File: config.mk
export PLATFORM = sky130hd
export DESIGN_NAME = pipeline_ctrl
export DESIGN_NICKNAME = d
export VERILOG_FILES = /design/src/rtl/pipeline_ctrl.sv
export SDC_FILE = /design/constraint.sdc
export NUM_CORES = 1
export LEC_CHECK = 0
export BUFFER_PORTS_ARGS = -buffer_cell sky130_fd_sc_hd__buf_4
export CORE_MARGIN = 2
export CORE_UTILIZATION = 52
export CTS_BUF_LIST = sky130_fd_sc_hd__clkbuf_16
export DETAILED_ROUTE_END_ITERATION = 16
export GPL_TIMING_DRIVEN = 0
export PLACE_DENSITY = 0.91
export SLEW_MARGIN = 40
export SYNTH_ARGS = -nofsm -noshare
export SYNTH_HDL_FRONTEND = slang
export SYNTH_SLANG_ARGS = --single-unit
File: constraint.sdc
create_clock -name clk -period 2.89 [get_ports clk]
set_input_delay 0.289 -clock clk [delete_from_list [all_inputs] [get_ports clk]]
set_output_delay 0.289 -clock clk [all_outputs]
set_load 0.01 [all_outputs]
File: src/rtl/pipeline_ctrl.sv
// ---------------------------------------------------------------------------
// pipeline_ctrl
// Central stall/flush sequencer for a 5-stage in-order pipeline.
// Generates the enable/flush controls of the IF/ID, ID/EX, EX/MEM and MEM/WB
// pipeline registers plus the PC update enable. Handles load-use hazards,
// EX-stage redirects, instruction-fetch wait states and multi-cycle data
// memory accesses (with a bounded wait that ends in a bus error pulse).
// A saturating counter tracks the number of cycles in which the PC held.
//
// Downstream register semantics: a flush wins over the enable, so a flushed
// register loads a bubble whatever its enable says.
// ---------------------------------------------------------------------------
module pipeline_ctrl #(
   parameter int unsigned TIMEOUT = 16,   // legal range 2..255
   parameter int unsigned CNT_W   = 32
) (
   input  logic             clk,
   input  logic             rst,          // asynchronous, active-low
   input  logic [4:0]       rs1_ID,
   input  logic [4:0]       rs2_ID,
   input  logic             use_rs1_ID,
   input  logic             use_rs2_ID,
   input  logic [4:0]       rd_EX,
   input  logic             mem_read_EX,
   input  logic             redirect_EX,
   input  logic             if_ack,
   input  logic             mem_req_MEM,
   input  logic             mem_ack,
   output logic             pc_en,
   output logic             en_IFID,
   output logic             en_IDEX,
   output logic             en_EXMEM,
   output logic             en_MEMWB,
   output logic             flush_IFID,
   output logic             flush_IDEX,
   output logic             flush_EXMEM,
   output logic             bus_err,
   output logic [CNT_W-1:0] stall_cycles
);

   // ------------------------------------------------------------------------
   // Constants
   // ------------------------------------------------------------------------
   // Last wait-counter value before the access is declared dead.
   localparam logic [7:0]       WAIT_LAST = 8'(TIMEOUT - 1);
   localparam logic [7:0]       WAIT_ONE  = 8'd1;
   localparam logic [7:0]       WAIT_ZERO = 8'd0;
   localparam logic [CNT_W-1:0] CNT_MAX   = {CNT_W{1'b1}};
   localparam logic [CNT_W-1:0] CNT_ONE   = CNT_W'(1);

   typedef enum logic [0:0] {
      ST_RUN      = 1'b0,
      ST_MEM_WAIT = 1'b1
   } state_t;

   // ------------------------------------------------------------------------
   // State and registered outputs
   // ------------------------------------------------------------------------
   state_t           state_q,   state_d;
   logic [7:0]       wait_q,    wait_d;
   logic             bus_err_q, bus_err_d;
   logic [CNT_W-1:0] stall_q,   stall_d;

   // ------------------------------------------------------------------------
   // Combinational decode
   // ------------------------------------------------------------------------
   logic load_use_s;
   logic timeout_s;
   logic freeze_s;

   logic pc_en_s;
   logic en_ifid_s;
   logic en_idex_s;
   logic en_exmem_s;
   logic en_memwb_s;
   logic flush_ifid_s;
   logic flush_idex_s;
   logic flush_exmem_s;

   // Hazard, timeout and freeze detection from current state and inputs.
   always_comb begin
      load_use_s = 1'b0;
      timeout_s  = 1'b0;
      freeze_s   = 1'b0;

      // A load into x0 never creates a dependency.
      if (mem_read_EX && (rd_EX != 5'd0)) begin
         load_use_s = (use_rs1_ID && (rs1_ID == rd_EX)) ||
                      (use_rs2_ID && (rs2_ID == rd_EX));
      end else begin
         load_use_s = 1'b0;
      end

      case (state_q)
         ST_RUN: begin
            timeout_s = 1'b0;
            freeze_s  = mem_req_MEM && !mem_ack;
         end
         ST_MEM_WAIT: begin
            timeout_s = !mem_ack && (wait_q == WAIT_LAST);
            freeze_s  = !mem_ack && (wait_q != WAIT_LAST);
         end
         default: begin
            timeout_s = 1'b0;
            freeze_s  = 1'b0;
         end
      endcase
   end

   // Enable/flush generation; memory freeze outranks every other condition.
   always_comb begin
      pc_en_s       = 1'b0;
      en_ifid_s     = 1'b0;
      en_idex_s     = 1'b0;
      en_exmem_s    = 1'b0;
      en_memwb_s    = 1'b0;
      flush_ifid_s  = 1'b0;
      flush_idex_s  = 1'b0;
      flush_exmem_s = 1'b0;

      if (!rst) begin
         // Everything held quiet while in reset.
         pc_en_s = 1'b0;
      end else if (timeout_s) begin
         // Drop the dead access: it moves on into MEM/WB as a bubble while
         // everything upstream of MEM stays frozen.
         en_exmem_s    = 1'b1;
         en_memwb_s    = 1'b1;
         flush_exmem_s = 1'b1;
      end else if (freeze_s) begin
         // Whole pipe holds; upstream hazards are re-evaluated on release
         // since the registers kept their contents.
         pc_en_s = 1'b0;
      end else if (redirect_EX) begin
         // Younger instructions are wrong-path, so no stall is needed for them.
         pc_en_s      = 1'b1;
         en_ifid_s    = 1'b1;
         en_idex_s    = 1'b1;
         en_exmem_s   = 1'b1;
         en_memwb_s   = 1'b1;
         flush_ifid_s = 1'b1;
         flush_idex_s = 1'b1;
      end else if (load_use_s) begin
         // Hold PC and IF/ID, insert one bubble into EX; the load moves on.
         en_idex_s    = 1'b1;
         en_exmem_s   = 1'b1;
         en_memwb_s   = 1'b1;
         flush_idex_s = 1'b1;
      end else if (!if_ack) begin
         // No fetched word: keep the PC, feed a bubble into IF/ID.
         en_ifid_s    = 1'b1;
         en_idex_s    = 1'b1;
         en_exmem_s   = 1'b1;
         en_memwb_s   = 1'b1;
         flush_ifid_s = 1'b1;
      end else begin
         pc_en_s    = 1'b1;
         en_ifid_s  = 1'b1;
         en_idex_s  = 1'b1;
         en_exmem_s = 1'b1;
         en_memwb_s = 1'b1;
      end
   end

   // Next-state, wait counter and bus error pulse for the memory sequencer.
   always_comb begin
      state_d   = state_q;
      wait_d    = wait_q;
      bus_err_d = 1'b0;

      case (state_q)
         ST_RUN: begin
            if (mem_req_MEM && !mem_ack) begin
               state_d = ST_MEM_WAIT;
               wait_d  = WAIT_ONE;
            end else begin
               state_d = ST_RUN;
               wait_d  = WAIT_ZERO;
            end
         end
         ST_MEM_WAIT: begin
            if (mem_ack) begin
               state_d = ST_RUN;
               wait_d  = WAIT_ZERO;
            end else if (timeout_s) begin
               state_d   = ST_RUN;
               wait_d    = WAIT_ZERO;
               bus_err_d = 1'b1;
            end else begin
               state_d = ST_MEM_WAIT;
               wait_d  = wait_q + 8'd1;
            end
         end
         default: begin
            state_d = ST_RUN;
            wait_d  = WAIT_ZERO;
         end
      endcase
   end

   // Saturating count of cycles in which the PC did not advance.
   always_comb begin
      stall_d = stall_q;
      if (!pc_en_s && (stall_q != CNT_MAX)) begin
         stall_d = stall_q + CNT_ONE;
      end else begin
         stall_d = stall_q;
      end
   end

   // State and counter registers.
   always_ff @(posedge clk or negedge rst) begin
      if (!rst) begin
         state_q   <= ST_RUN;
         wait_q    <= WAIT_ZERO;
         bus_err_q <= 1'b0;
         stall_q   <= '0;
      end else begin
         state_q   <= state_d;
         wait_q    <= wait_d;
         bus_err_q <= bus_err_d;
         stall_q   <= stall_d;
      end
   end

   // ------------------------------------------------------------------------
   // Output drive
   // ------------------------------------------------------------------------
   assign pc_en        = pc_en_s;
   assign en_IFID      = en_ifid_s;
   assign en_IDEX      = en_idex_s;
   assign en_EXMEM     = en_exmem_s;
   assign en_MEMWB     = en_memwb_s;
   assign flush_IFID   = flush_ifid_s;
   assign flush_IDEX   = flush_idex_s;
   assign flush_EXMEM  = flush_exmem_s;
   assign bus_err      = bus_err_q;
   assign stall_cycles = stall_q;

endmodule

; Yosys cells after proc, flatten, opt, wreduce, memory -nomap -nowiden
; Cells that the tools add are included.
[op_classes]
n_reduce_logical = 11
bitwise = 1
addsub = 2
eq_ne = 5
muxes = 42
[ops]
columns = op, count
row1 = 1-bit 2-to-1 mux, 36
row2 = "32-bit by 1-bit adder with 32-bit output, second input constant", 1
row3 = "32-bit inequality test, second input constant", 1
row4 = 8-bit 2-to-1 mux, 2
row5 = 8-bit one-hot mux with 2 select lines, 1
row6 = 5-bit == test, 2
row7 = "8-bit by 1-bit adder with 8-bit output, second input constant", 1
row8 = "8-bit by 4-bit == test with 1-bit output, second input constant", 1
row9 = "8-bit by 4-bit inequality test with 1-bit output, second input constant", 1
row10 = 1-bit logical AND, 7
row11 = 1-bit one-hot mux with 2 select lines, 3
row12 = 5-bit nonzero test, 1
row13 = 1-bit logical NOT, 2
row14 = 1-bit logical OR, 1
row15 = 1-bit NOT, 1
[word_totals]
out_inout_bits = 41
reg_bits = 42
elab_cells = 65

; Longest topological paths before layout
[depth]
depth_word = 11
depth_mapped = 8
mapped_depth_nobuf = 7

; Worst setup path before layout
; No wires, ideal clock.
[synth_path]
path_type = register to register
from = reg stall_q[0] (netlist: stall_cycles[0])
to = reg stall_q[1] (netlist: stall_cycles[1])
path_stages_with_launch = 8
required_time_ns = 2.762
synth_period_minus_slack_ns = 2.266
slack_ns = 0.624
setup_time_ns = 0.128
arrival_ns = 2.138
path_cell_list = dfrtp_1 > ha_1 > nand4_1 > nor4_1 > nand2_1 > a31oi_4 > buf_4 > mux2_1
[synth_between]
elab_chain_len = 2
[synth_lines]
columns = item, line
row1 = start: declaration, 62  ; logic [CNT_W-1:0] stall_q, stall_d;
row2 = start signal: assignment, 222  ; stall_q <= stall_d;
row3 = "parallel branches: the longest is 2 deep, another holds 32-bit by 1-bit adder with 32-bit output", -
; Parallel ways; which one is timed is not known.
; A chain may end at the register's enable or synchronous reset.

; Worst setup path after layout
; Ends and elaborated chain as after synthesis.

==> results by stage <==
Critical path:
- The setup check on the worst reg-to-reg path leaves a slack of 0.23 ns.
- The number of cells on the worst reg-to-reg path is 7.
- The worst register-to-register path ends at stall_cycles[1].
- The slowest stage of the critical path is the sky130_fd_sc_hd__nor4_2 cell.
- The data required time at the worst endpoint is a little over 3 ns.
- The total number of cells along the worst setup path is 7.
- The capturing element type of the critical path is a flip-flop.
- The worst register-to-register path begins at stall_cycles[0].
- The kind of launch point of the worst setup path is a flip-flop.
- The largest single stage delay on the critical path is ~0.42 ns.
- Walking the worst path, the cells encountered are ha_1, nand4_1, nor4_2, nand2_1, a31oi_4, buf_4, mux2_1.
- The most critical setup path has its endpoint at stall_cycles[1].
- The family of cells with the greatest summed delay on the critical path is simple AND/OR/NAND/NOR gates.
- The critical setup path kind is flip-flop to flip-flop.
- Together, buffers and inverters on the worst path number 1.
- The largest driver fanout on the critical path is 10.
- The startpoint of the worst setup timing path is stall_cycles[0].
- The arrival time at the worst endpoint is ~2.8 ns.

CTS:
- Counting every sink on the clock net gives 42.
- The number of buffers inserted during clock tree synthesis is 5.
- The CTS tree is built.
- The buffer cell driving the clock tree root is sky130_fd_sc_hd__clkbuf_16.
- At the later pin of the worst-skew pair, clock insertion delay measures between 0.2 and 0.3 ns.
- The post-CTS clock slew at the launch and capture registers of the worst setup and hold paths is roughly 0.060 ns.
- The H-tree level count is 2.
- The number of buffers on the longest clock path is 2.

Cells and area:
- The area growth from synthesis to layout is 30.82%.
- The proportion of layout cells with a drive suffix above 1 is a little under 30%.
- The antenna diode instance count is 0.
- The count of non-filler cells in the finished layout is around 350.
- The final layout contains between 300 and 400 nets.
- The final standard cell utilization of the core is between 70% and 80%.

Floorplan:
- During I/O placement, the number of pins put on the boundary was 65.
- The die covers between 4000 and 5000 µm².
- The initial core utilization is between 50 and 60%.
- The die is between 60 and 70 µm wide.
- The number of placement rows is 23.
- The core region is about 4100 µm².
- The vertical extent of the die is between 60 and 70 µm.

Global routing:
- The first global-routing pass estimated a little under 9000 µm of wire.
- The number of global-route vias before repair is roughly 1900.
- Entering global routing, the biggest net connects 46 pins.
- For this run the aggregate overflow at the end of global routing stands at 0.
- The overall track demand over capacity in global routing is 22.21%.
- The initial antenna violation count is 0.

Power:
- The total power is roughly 1.8 mW.
- Dividing total power by cell area gives a power density of 606.0 nW/µm².
- Internal power comes to between 1 and 1.5 mW.
- The power share of the combinational group is roughly 25%.
- The clock network accounts for between 30 and 40% of the total power.
- The switching power of the nets is around 0.55 mW.
- Of the total power, the share spent switching nets is a little under a third.
- The static leakage is between 1 and 1.5 nW.
- IR analysis of the VDD net gives a maximum drop of 0.0005358 V.
- The sequential cell fraction of total power is around 45%.

Drt:
- The detail route stage leaves a number of antenna-violating nets equal to 0.
- The DRC violations left is 0.
- After the first detailed-routing iteration, the DRC count stood at ~140.
- For this block, the routed nets add up to about 5100 µm of wire.
- The via density per instance is approximately 5.6.
- The wire length per cell is 14.89 µm.
- The first detailed-routing pass ran for 6 iterations.
- The detailed router placed between 1500 and 2000 vias in this run.

Placement:
- The final weighted congestion in routability-driven placement is 0.8018.
- After detailed placement, the design holds a cell count of about 340.
- The number of port buffers is between 60 and 70.
- The pre-CTS setup slack is approximately 0.15 ns.
- The post-DP HPWL is 3717 µm.

Outcome:
- The run finished, with violations left.
- The final reports fail on hold timing.

Yosys:
- For this run, the register share of the synthesized area comes to 46.90%.
- The cell count after synthesis came out at between 200 and 250.
- Summed over all instances, the cell type with the most area after synthesis is sky130_fd_sc_hd__dfrtp_1.
- The flip-flop and latch count after synthesis is 42.
- The share of synthesized area in the top cell type comes to 46.90%.
- Synthesis produced a netlist with a net count of around 250.
- In the synthesized netlist, mux cells make up 0.5025% of the area.
- The synthesized netlist devotes ~1.1% of its cell area to adder and majority cells.
- The most used flip-flop cell after synthesis is sky130_fd_sc_hd__dfrtp_1.
- The number of different library cells in the post-synthesis netlist is 33.
- After synthesis, the largest family of logic cells by area is simple AND/OR/NAND/NOR gates.
- Of all flip-flops after synthesis, the portion carrying an async set or reset was 100.0%.
- The number of enable-type register cells in the synthesized netlist is 0.
- The synthesized area is 2241 µm².
- The post-synthesis compound-gate area fraction is 3.797%.
- Summing the areas of all xor and xnor instances in the mapped netlist gives roughly 18% of the synthesized area.
- The simple-gate share of the synthesized area is about 27%.
- In the post-synthesis netlist, the biggest area contributors are sky130_fd_sc_hd__dfrtp_1 47%, sky130_fd_sc_hd__xor2_1 12%, sky130_fd_sc_hd__xnor2_1 6.3%.
- The count of yosys warnings during synthesis is 0.
- sky130_fd_sc_hd__dfrtp_1 is the most common cell in the netlist.
- Ranked by instance count, the synthesized netlist is headed by 42 x sky130_fd_sc_hd__dfrtp_1, 31 x sky130_fd_sc_hd__xor2_1, 25 x sky130_fd_sc_hd__nor2_1.
- The post-synthesis area per instance is 10.05 µm².

Flow run:
- Across the run, the number of max-cap violations was 0.

STA:
- The highest achievable clock rate is roughly 380 MHz.
- At the pin with the least slew margin, the transition time is between 0.6 and 0.7 ns.
- Setup repair after global routing left no endpoint under its margin.
- Subtracting the final worst setup slack from the clock period gives 2.658 ns.
- In the final timing run, aggregate negative setup slack is 0 ns.
- The fraction of the cycle the final worst path needs is about nine tenths.
- Hold timing on the final database bottoms out at a slack of -0.01601 ns.
- The number of max-slew violations in the final report is 0.
- The worst path setup slack after routing is 0.2318 ns.
- Setup violations remaining at the end of the flow were counted as 0.
- The headroom to the max-slew limit is a little under three fifths.
- The final-report hold violation count is 15.
- On the final layout, the worst clock skew is around 0.0071 ns.

Min path:
- The worst hold path belongs to the class primary input to async pin.
## sequential cells by signal, summed over array words and instances (netlist names)
name and count:
bus_err 1, stall_cycles 32, state_q 1, wait_q 8
## layout by cell type (no fill, tap or decap), drive strengths merged
| master | instances |
|---|---|
| a211oi | 1 |
| a21oi | 3 |
| a2bb2oi | 1 |
| a31oi | 1 |
| and2 | 1 |
| and3 | 8 |
| and4 | 1 |
| buf | 68 |
| clkbuf | 7 |
| clkinv | 2 |
| clkinvlp | 1 |
| dfrtp | 42 |
| ha | 2 |
| inv | 3 |
| mux2 | 1 |
| nand2 | 18 |
| nand2b | 6 |
| nand3 | 15 |
| nand4 | 11 |
| nor2 | 25 |
| nor3 | 7 |
| nor3b | 2 |
| nor4 | 11 |
| nor4b | 3 |
| o21ai | 3 |
| o22ai | 1 |
| or2 | 2 |
| or4 | 2 |
| xnor2 | 16 |
| xor2 | 31 |
## what timing repair did
action | 4_1_cts | 5_1_grt
hold buffers | 0 | 0
resized for setup | 0 | 1
endpoints found under the setup margin | 0 | 1
buffers inserted | 0 | 0
## cell families after synthesis
family / count (synthesis)
simple gates: 112
xor+xnor: 47
flops: 42
compound gates: 10
buf+inv: 9
fa+ha+maj: 2
mux: 1
## metrics by stage
stage | hold WS, ns | area, µm²
floorplan | -0.006591 | 2241
global placement | 0.3066 | 2784
detailed placement | 0.3114 | 2784
CTS | 0.008229 | 2925
global route | 0.02973 | 2932
finish | -0.01601 | 2932
## area by class of cell
class	count	area [µm²]
well taps	50	62.56
repair buffers	64	480.5
inverters	3	11.26
plain buffers	6	33.78
clock buffers	5	125.1
fillers	313	1155
clock inverters	3	16.27
flip-flops and latches	42	1051
multi-input cells	172	1151
## worst min-delay path by stage
stage / start / end / slack, ns / cells past startpoint
finish: rst / state_q / -0.02 / 1
global route: rst / stall_cycles[27] / 0.03 / 1
CTS: rst / wait_q[6] / 0.008 / 1
detailed placement: rst / wait_q[2] / 0.31 / 1
global placement: rst / wait_q[2] / 0.31 / 1
floorplan: rst / bus_err / -0.007 / 0
## power groups by stage
stage | sequential, mW | clock (mW) | combinational, mW
after floorplan | 0.820 | 0 | 0.186
final | 0.794 | 0.541 | 0.441
after global routing | 0.809 | 0.578 | 0.488
after global placement | 0.798 | 0 | 0.428
after detailed placement | 0.802 | 0 | 0.444
after CTS | 0.793 | 0.546 | 0.447
## layer usage
metal / up-vias / wire length, µm / share of wire (%) / global-route usage [%]
met5: - / 0 / 0 / 0
met4: 0 / 58 / 1.1 / 5.769
li1: 916 / - / - / -
met2: 46 / 2560 / 50 / 37.18
met1: 960 / 2285 / 44 / 28.36
met3: 6 / 234 / 4.6 / 6.395
(Power assumes the default switching activity.)
